--- config.mk ---
export PLATFORM = sky130hd
export DESIGN_NAME = serial_loopback_buf
export DESIGN_NICKNAME = d
export VERILOG_FILES = /design/src/rtl/serial_loopback_pkg.sv /design/src/rtl/serial_fifo_rel.sv /design/src/rtl/serial_loopback_buf.sv
export SDC_FILE = /design/constraint.sdc
export NUM_CORES = 1
export LEC_CHECK = 0
export CAP_MARGIN = 20
export CORE_ASPECT_RATIO = 0.7
export CORE_MARGIN = 4
export CORE_UTILIZATION = 59
export DETAILED_ROUTE_END_ITERATION = 12
export HOLD_SLACK_MARGIN = 0.12
export PLACE_DENSITY = 0.87
export SLEW_MARGIN = 30
export SYNTH_ARGS = -nofsm -noshare
export SYNTH_HDL_FRONTEND = slang
export SYNTH_SLANG_ARGS = --single-unit
--- constraint.sdc ---
create_clock -name clk -period 4.07 [get_ports clk]
set_input_delay 0.814 -clock clk [delete_from_list [all_inputs] [get_ports clk]]
set_output_delay 0.814 -clock clk [all_outputs]
set_load 0.01 [all_outputs]
--- src/rtl/serial_loopback_pkg.sv ---
// serial_loopback_pkg: shared encodings for the buffered serial loopback.
// Mode codes, handshake FSM states and the default line terminator.
package serial_loopback_pkg;

    // Mode input encodings; code 3 is handled like MODE_PASS.
    localparam logic [1:0] MODE_PASS    = 2'd0;
    localparam logic [1:0] MODE_LINE    = 2'd1;
    localparam logic [1:0] MODE_DISCARD = 2'd2;

    // Carriage return terminates a line in line mode.
    localparam logic [7:0] DEFAULT_EOL = 8'h0D;

    typedef enum logic {
        RX_IDLE,
        RX_ACK
    } rx_state_e;

    typedef enum logic [1:0] {
        TX_IDLE,
        TX_REQ,
        TX_WAIT
    } tx_state_e;

endpackage

--- src/rtl/serial_fifo_rel.sv ---
// serial_fifo_rel: synchronous FIFO with an extra release pointer.
// Only words between the read and release pointers may be transmitted.
module serial_fifo_rel #(
    parameter int P_DATA_W = 8,
    parameter int P_DEPTH  = 16,
    localparam int AW = $clog2(P_DEPTH),
    localparam int LW = $clog2(P_DEPTH + 1)
) (
    input  logic                clk,
    input  logic                rst_n,
    input  logic                push,
    input  logic [P_DATA_W-1:0] push_data,
    input  logic                pop,
    input  logic                rel_all,
    output logic [P_DATA_W-1:0] head,
    output logic [LW-1:0]       level,
    output logic                rel_avail,
    output logic                full,
    output logic                empty
);

    // Pointers carry one extra bit so a full buffer is distinguishable
    // from an empty one when computing the releasable span.
    logic [P_DATA_W-1:0] mem [P_DEPTH];
    logic [AW:0]         wr_ptr;
    logic [AW:0]         rd_ptr;
    logic [AW:0]         rel_ptr;
    logic [AW:0]         wr_nxt;
    logic [LW-1:0]       level_q;
    logic [LW-1:0]       level_nxt;
    logic                do_push;
    logic                do_pop;

    assign full      = (level_q == LW'(P_DEPTH));
    assign empty     = (level_q == '0);
    assign level     = level_q;
    assign do_push   = push && !full;
    assign do_pop    = pop && !empty;
    assign head      = mem[rd_ptr[AW-1:0]];
    assign rel_avail = (rel_ptr != rd_ptr);

    // Next write pointer and level, shared by the release logic.
    always_comb begin
        wr_nxt    = wr_ptr;
        level_nxt = level_q;
        if (do_push) begin
            wr_nxt = wr_ptr + (AW + 1)'(1);
        end
        unique case ({do_push, do_pop})
            2'b10:   level_nxt = level_q + LW'(1);
            2'b01:   level_nxt = level_q - LW'(1);
            default: level_nxt = level_q;
        endcase
    end

    // Pointer and level registers; becoming full forces a release so a
    // line that never terminates cannot deadlock the buffer.
    always_ff @(posedge clk or negedge rst_n) begin
        if (!rst_n) begin
            wr_ptr  <= '0;
            rd_ptr  <= '0;
            rel_ptr <= '0;
            level_q <= '0;
        end else begin
            wr_ptr  <= wr_nxt;
            level_q <= level_nxt;
            if (do_pop) begin
                rd_ptr <= rd_ptr + (AW + 1)'(1);
            end
            if (rel_all || level_nxt == LW'(P_DEPTH)) begin
                rel_ptr <= wr_nxt;
            end
        end
    end

    // Word storage; contents are don't-care until written.
    always_ff @(posedge clk) begin
        if (do_push) begin
            mem[wr_ptr[AW-1:0]] <= push_data;
        end
    end

endmodule

--- src/rtl/serial_loopback_buf.sv ---
// serial_loopback_buf: buffered loopback between the deserializer and
// serializer four-phase handshakes, with line/discard modes and stats.
module serial_loopback_buf
    import serial_loopback_pkg::*;
#(
    parameter int                  P_DATA_W = 8,
    parameter int                  P_DEPTH  = 16,
    parameter logic [P_DATA_W-1:0] P_EOL    = P_DATA_W'(DEFAULT_EOL),
    parameter int                  P_CNT_W  = 16,
    localparam int                 LW       = $clog2(P_DEPTH + 1)
) (
    input  logic                clk,
    input  logic                rst_n,
    input  logic [1:0]          mode,
    input  logic [P_DATA_W-1:0] rx_data,
    input  logic                rx_req,
    output logic                rx_ack,
    output logic [P_DATA_W-1:0] tx_data,
    output logic                tx_req,
    input  logic                tx_ack,
    input  logic                clr_stat,
    output logic [LW-1:0]       fifo_level,
    output logic                overflow,
    output logic [P_CNT_W-1:0]  drop_count
);

    rx_state_e           rx_q;
    rx_state_e           rx_d;
    tx_state_e           tx_q;
    tx_state_e           tx_d;
    logic                rx_ack_d;
    logic                tx_req_d;
    logic [P_DATA_W-1:0] tx_data_d;
    logic [P_DATA_W-1:0] head;
    logic                rel_avail;
    logic                full;
    logic                empty;
    logic                rx_take;
    logic                keep;
    logic                push;
    logic                drop;
    logic                pop;
    logic                rel_all;

    // A word is taken once per transaction, on the first sampled request.
    // Full is judged on the current level, so a same-cycle pop never
    // makes room for the incoming word.
    assign rx_take = (rx_q == RX_IDLE) && rx_req;
    assign keep    = (mode != MODE_DISCARD);
    assign push    = rx_take && keep && !full;
    assign drop    = rx_take && keep && full;
    assign pop     = (tx_q == TX_REQ) && tx_ack && !empty;

    // Outside line mode everything stored is releasable, which also
    // flushes a pending line one cycle after leaving line mode.
    assign rel_all = (mode != MODE_LINE) || (push && rx_data == P_EOL);

    serial_fifo_rel #(
        .P_DATA_W (P_DATA_W),
        .P_DEPTH  (P_DEPTH)
    ) u_fifo (
        .clk       (clk),
        .rst_n     (rst_n),
        .push      (push),
        .push_data (rx_data),
        .pop       (pop),
        .rel_all   (rel_all),
        .head      (head),
        .level     (fifo_level),
        .rel_avail (rel_avail),
        .full      (full),
        .empty     (empty)
    );

    // Receive side: acknowledge every request, then wait for it to drop.
    always_comb begin
        rx_d     = rx_q;
        rx_ack_d = rx_ack;
        unique case (rx_q)
            RX_IDLE: begin
                if (rx_req) begin
                    rx_d     = RX_ACK;
                    rx_ack_d = 1'b1;
                end
            end
            RX_ACK: begin
                if (!rx_req) begin
                    rx_d     = RX_IDLE;
                    rx_ack_d = 1'b0;
                end
            end
            default: begin
                rx_d     = RX_IDLE;
                rx_ack_d = 1'b0;
            end
        endcase
    end

    // Transmit side: present the head word, pop on acknowledge.
    always_comb begin
        tx_d      = tx_q;
        tx_req_d  = tx_req;
        tx_data_d = tx_data;
        unique case (tx_q)
            TX_IDLE: begin
                if (rel_avail) begin
                    tx_d      = TX_REQ;
                    tx_req_d  = 1'b1;
                    tx_data_d = head;
                end
            end
            TX_REQ: begin
                if (tx_ack) begin
                    tx_d     = TX_WAIT;
                    tx_req_d = 1'b0;
                end
            end
            TX_WAIT: begin
                if (!tx_ack) begin
                    tx_d = TX_IDLE;
                end
            end
            default: begin
                tx_d     = TX_IDLE;
                tx_req_d = 1'b0;
            end
        endcase
    end

    // State and registered handshake outputs for both sides.
    always_ff @(posedge clk or negedge rst_n) begin
        if (!rst_n) begin
            rx_q    <= RX_IDLE;
            tx_q    <= TX_IDLE;
            rx_ack  <= 1'b0;
            tx_req  <= 1'b0;
            tx_data <= '0;
        end else begin
            rx_q    <= rx_d;
            tx_q    <= tx_d;
            rx_ack  <= rx_ack_d;
            tx_req  <= tx_req_d;
            tx_data <= tx_data_d;
        end
    end

    // Drop statistics; a drop in the clear cycle counts as the first one.
    always_ff @(posedge clk or negedge rst_n) begin
        if (!rst_n) begin
            overflow   <= 1'b0;
            drop_count <= '0;
        end else if (drop) begin
            overflow <= 1'b1;
            if (clr_stat) begin
                drop_count <= P_CNT_W'(1);
            end else if (!(&drop_count)) begin
                drop_count <= drop_count + P_CNT_W'(1);
            end
        end else if (clr_stat) begin
            overflow   <= 1'b0;
            drop_count <= '0;
        end
    end

endmodule

==> Word-level counts from Yosys, hierarchy flattened <==
Memory sizes are Yosys's and may differ from the RTL's. A register that Yosys moved wholly into a read port is not among the register bits.
Index checks and enable logic that the tools add are counted.
{ "word_totals": {"mem_bits_rw": 128, "input_bits": 15, "mem_count": 1, "latchBits": 0, "rom_bits": 0, "output_inout_bits": 32, "wordCells": 78, "ff_bits": 42} }
{ "classes": {"shift": 0, "reduce_logical": 23, "add_sub_neg": 5, "n_lt_le_gt_ge": 0, "n_div": 0, "mul": 0, "muxes": 21, "bitwise_logic": 2, "eq_ne": 16} }
{ "mem_list": {"columns": ["memory", "words", "word_bits", "read_ports", "rd_clocked_by_memory_dff", "wr", "line_no", "text"], "rows": [
  ["u_fifo.mem", 16, 8, 1, 1, 1, "serial_fifo_rel.sv:24", "logic [P_DATA_W-1:0] mem [P_DEPTH];"]
]} }
{ "ops": {"columns": ["operator", "n"], "rows": [
  ["$mux 16", 4],
  ["$add 16x1->16 const B", 1],
  ["$reduce_and 16->1", 1],
  ["$add 5x1->5 const B", 3],
  ["$ne 2x2->1 const B", 7],
  ["$eq 5x5->1 const B", 2],
  ["$pmux 5 s2", 1],
  ["$logic_and 1x1->1", 9],
  ["$mux 1", 9],
  ["$eq 8x4->1 const B", 1],
  ["$mux 2", 3],
  ["$pmux 2 s3", 1],
  ["$reduce_and 2->1", 3],
  ["$reduce_and 3->1", 2],
  ["$logic_not 5->1", 1],
  ["$mux 5", 1],
  ["$ne 5x5->1", 1],
  ["$sub 5x1->5 const B", 1],
  ["$eq 2x1->1 const B", 2],
  ["$eq 2x2->1 const B", 2],
  ["$logic_not 1->1", 3],
  ["$pmux 1 s3", 1],
  ["$logic_not 2->1", 1],
  ["$logic_or 1x1->1", 2],
  ["other kinds (4)", 5]
]} }

==> Depth between registers and ports, before layout <==
{ "logic_depth": {"depth_word": 9, "ltp_mapped": 14, "mapped_depth_nobuf": 14} }

==> Hierarchy <==
A second synthesis with hierarchy kept.
{ "unflattened": {"cells_unflattened": 470, "hier_area_um2": 7613.6} }
{ "by_module_without_submodules": {"columns": ["module", "seq_area_each_um2", "cells_each", "n_inst", "area_per_inst_um2"], "rows": [
  ["serial_fifo_rel", 4344.2, 332, 1, 6118.4],
  ["serial_loopback_buf", 750.7, 138, 1, 1495.2]
]} }

==> Least setup slack after synthesis <==
OpenSTA, ideal clock, no wires.
{ "synth_timing": {"path_type": "input port to flip-flop", "startpoint": "input rx_req", "endpoint": "register u_fifo.rel_ptr[0]", "path_slack_ns": 0.555, "cell_stages": 11, "arrival_time_ns": 3.390, "required_time_ns": 3.945, "path_buffers": 1, "path_cell_list": "ha_1 -> nand2_1 -> a21oi_1 -> inv_1 -> ha_1 -> clkbuf_1 -> nor2_1 -> a311oi_1 -> xnor2_1 -> o31ai_4 -> mux2_2"} }
{ "synth_between": {"elab_chain_cells": 8} }
{ "synth_rtl": {"columns": ["element", "line_no", "text"], "rows": [
  ["start, declared", "serial_loopback_buf.sv:16", "input logic rx_req,"],
  ["$logic_and 1x1->1 *", "serial_loopback_buf.sv:48", "assign rx_take = (rx_q == RX_IDLE) && rx_req;"],
  ["$logic_and 1x1->1 * (2 in series)", "serial_loopback_buf.sv:50", "assign push = rx_take && keep && !full;"],
  ["$logic_and 1x1->1 *", "serial_fifo_rel.sv:37", "assign do_push = push && !full;"],
  ["$eq 2x1->1 / $eq 2x2->1 (equally long branches)", "serial_fifo_rel.sv:49", "unique case ({do_push, do_pop})"],
  ["$pmux 5 s2 *", "serial_fifo_rel.sv:49", null],
  ["via u_fifo.level_nxt[3]", "serial_fifo_rel.sv:30", "logic [LW-1:0] level_nxt;"],
  ["$eq 5x5->1 *", "serial_fifo_rel.sv:70", "if (rel_all || level_nxt == LW'(P_DEPTH)) begin"],
  ["$logic_or 1x1->1 *", "serial_fifo_rel.sv:70", null],
  ["end signal, assigned", "serial_fifo_rel.sv:71", "rel_ptr <= wr_nxt;"],
  ["end, declared", "serial_fifo_rel.sv:27", "logic [AW:0] rel_ptr;"]
]} }
Mark *: on every way through the listed nets, which the timed path passes. The rest lies on a longest branch.
A chain may end at the register's enable or synchronous reset.

==> Worst setup path after layout <==
{ "layout_timing": {"startpoint": "input tx_ack", "endpoint": "register u_fifo.rel_ptr[4]"} }
{ "layout_between": {"elab_chain_cells": 7} }
{ "layout_rtl": {"columns": ["element", "line_no", "text"], "rows": [
  ["start, declared", "serial_loopback_buf.sv:20", "input logic tx_ack,"],
  ["$logic_and 1x1->1 * (2 in series)", "serial_loopback_buf.sv:52", "assign pop = (tx_q == TX_REQ) && tx_ack && !empty;"],
  ["$logic_and 1x1->1 *", "serial_fifo_rel.sv:38", "assign do_pop = pop && !empty;"],
  ["$eq 2x1->1 / $eq 2x2->1 (equally long branches)", "serial_fifo_rel.sv:49", null],
  ["$pmux 5 s2 *", "serial_fifo_rel.sv:49", null],
  ["$eq 5x5->1 *", "serial_fifo_rel.sv:70", null],
  ["$logic_or 1x1->1 *", "serial_fifo_rel.sv:70", null]
]} }
Mark *: on every way between the ends. The rest lies on a longest branch, timed or not.

==> impl_metrics.toml <==
[yosys]
syn_avg_cell_area_um2 = 17.21
yosysMostFrequentCell = "edfxtp_1"
synth_compound_area_frac = 0.02599
synthTopCellsByArea = "edfxtp_1, dfrtp_1, mux4_2"
yosysTopAreaCell = "edfxtp_1"
synthAdderAreaFrac = 0.01529
synth-simple-area-share = 0.06454
synth.mux.area_fraction = 0.1481
synth.distinct_cells = 40
syn-num-nets = 452
ys_async_sr_fraction = 0.2809
synth_warnings = 0
ys_seq_area_frac = 0.6916
netlist_top_cells_count = "edfxtp_1, dfrtp_1, mux4_2"
ys_seq_elements = 178
synth_cells = 428
synth_top_family_by_area = "multiplexers"
synth_ff_type = "edfxtp_1"
netlist_area_um2 = 7367
synth_xor_area_frac = 0.04042
synth_top_area_frac = 0.5217
synth-edff-count = 128

[cts]
postCtsHoldBufs = 0
root_buffer = "clkbuf_16"
cts.htree.levels = 4
cts.sink_count = 178
clk_latency_ns = 0.42
numCtsBuffers = 17
clockBufferDepth = 2
cts_resized = 0
post_cts_buffers = 0
cts_tree = "yes"
cts.clk_slew.worst_paths_ns = 0.07

[timing]
finalMaxSlewViolations = 0
setup_viol = 0
maxSlewHeadroom = 0.3843
whs_ns = 0.4093
fmax_ghz = 0.2718
period_minus_slack_ns = 3.680
worst_pin_slew_ns = 0.9201
setup_tns_ns = 0
timing.final.crit_share = 0.9041
rsz0062_at_grt = "no"
skew_ns = 0.009502
hold_viol = 0

[grt]
grt-busiest-layer = "met2"
grt.met1_usage = 0.3467
grtUsageMet3 = 0.04342
antenna_found_initial = 0
grtUsageMet2 = 0.3532
grt_pass1_vias = 4150
track_usage = 0.2315
grt_pass1_wl_um = 24370
overflow = 0
grt_max_degree = 37

[worst_hold_path]
hold_class = "input port to async pin"

[place]
gp_congestion = 0.9140
placed_area_um2 = 8113
placed_cells = 635
port-buffer-count = 46
hpwlAfterDp_um = 10130

[setup_path]
rr_worst_depth = 12
cpLargestDelayFamily = "compound AO/OA/AOI/OAI gates"
cpPeakStageDelay_ns = 0.55
cp_max_fo = 5
cpMaxStageDelayCell = "clkdlybuf4s50_1"
critical_path_required_ns = 4.37
critical_path_class = "input port to register"
crit_path_frequent_cell = "xnor2_1"
r2r_start = "u_fifo.level[1]"
rrSetupSlack_ns = 0.75
cp-start-kind = "input port"
reg2reg_to = "u_fifo.rel_ptr[4]"
crit_chain = "clkdlybuf4s50_1 > nand3b_1 > a21oi_2 > o21ai_2 > xnor2_1 > ha_1 > and2_1 > o211a_1 > a31oi_1 > a2bb2oi_1 > xnor2_1 > o31ai_4 > mux2_2"
crit_path_end_kind = "register"
cp.arrival_ns = 3.98
critPathBufInv = 1

[power_and_ir_drop]
p_leak_uw = 0.003039
p_per_area_nw_per_um2 = 646.5
ir_drop_v = 0.0003842

[final_layout]
utilization = 0.7228
stdcell_area_um2 = 8655
instances_no_fill = 666
diodes = 0
drive_gt1_frac = 0.2161
nets = 521
area_growth_syn_to_layout_pct = 17.48

[route]
vias = 4167
viasPerCell = 6.257
wl_per_cell_um = 23.07
first_pass_iters = 5
drc = 0
ant_nets = 0
drtIter0Drc = 512
wl_um = 15360

[floorplan]
dieArea_um2 = 14370
rows = 33
initial_core_util = 0.6153
coreArea_um2 = 11970
io_pins = 47
fp.dieH_um = 101.5
die_x_um = 141.6

[flow_run]
drv_cap = 0

[run_status]
status = "finished clean"
layout make-up:
cell class / count / area, um^2
clock buffer: 17 / 425.4
clock inverter: 14 / 116.4
fill: 717 / 3319
inverter: 10 / 37.54
multi-input combinational: 223 / 2168
sequential: 178 / 5097
tap: 157 / 196.4
timing repair buffer: 67 / 613.1
cells by family after synthesis:
| family | after synthesis |
|---|---|
| DFF | 178 |
| and+or+nand+nor | 96 |
| muxes | 57 |
| buffers and inverters | 27 |
| adders and majority gates | 9 |
| AOI/OAI and AO/OA | 27 |
| xor gates and xnor gates | 34 |
worst max-delay path by stage:
stage	start	to	slack, ns	cells past startpoint
final	tx_ack	u_fifo.rel_ptr[4]	0.39	13
after global routing	tx_ack	u_fifo.rel_ptr[4]	0.25	13
after CTS	tx_ack	u_fifo.rel_ptr[4]	0.44	13
after detailed placement	rx_req	u_fifo.rel_ptr[2]	0.09	13
after global placement	rx_req	u_fifo.rel_ptr[2]	0.24	13
after floorplan	rx_req	u_fifo.rel_ptr[0]	0.56	11
report_power, final:
part / switching (uW) / internal [uW] / leakage (uW) / total (uW)
clock: 662 / 834 / 0.000256 / 1500
sequential: 380 / 2160 / 0.00178 / 2540
combinational: 670 / 893 / 0.00100 / 1560
cells in the final DEF (no fill, tap or decap), types with 2 or more instances in the layout:
cell type        synthesis  layout
clkinvlp_4               0       3
dfrtp_2                  0       2
clkinv_1                 0       4
a21oi_1                  8       8
nand2_1                 20      20
nor4_1                   2       2
a2bb2oi_1                2       2
nor3b_1                  2       2
clkdlybuf4s50_1          0      45
clkinv_4                 0       3
nand4_1                  9       9
and2_1                   3       3
xnor2_1                 18      18
o21ai_0                  7       7
inv_1                   10      10
nand3_1                  5       5
xor2_1                  16      16
buf_4                    0      21
edfxtp_1               128     128
nor3_1                   9       9
inv_6                    0       2
clkbuf_16                0      17
and3_1                   3       3
nor2_1                  33      33
a31oi_1                  2       2
mux2_2                  15      15
ha_1                     9       9
and4_1                   2       2
nand2b_1                 3       3
nand3b_1                 2       2
mux4_2                  40      40
dfrtp_1                 50      48
state kept, by name, summed over array words and instances (netlist names):
name and cells:
rx_ack 1, tx_q 2, tx_req 1, u_fifo.rd_ptr 5, drop_count 16, u_fifo.wr_ptr 5, rx_q 1, u_fifo.level 5
u_fifo.mem 128, tx_data 8, u_fifo.rel_ptr 5, overflow 1
routing by layer:
| metal | part of all wire | vias up |
|---|---|---|
| met5 | 0 | - |
| li1 | - | 1790 |
| met3 | 0.075 | 20 |
| met4 | 0.015 | 0 |
| met2 | 0.48 | 187 |
| met1 | 0.44 | 2170 |
stage by stage:
| step | worst slack, ns | power, uW |
|---|---|---|
| after floorplan | 0.5554 | 3543 |
| after global placement | 0.2360 | 4027 |
| after detailed placement | 0.09341 | 4111 |
| after CTS | 0.4390 | 5621 |
| after global routing | 0.2472 | 5866 |
| final | 0.3902 | 5595 |
No activity file was read; power rests on OpenSTA's default activity.
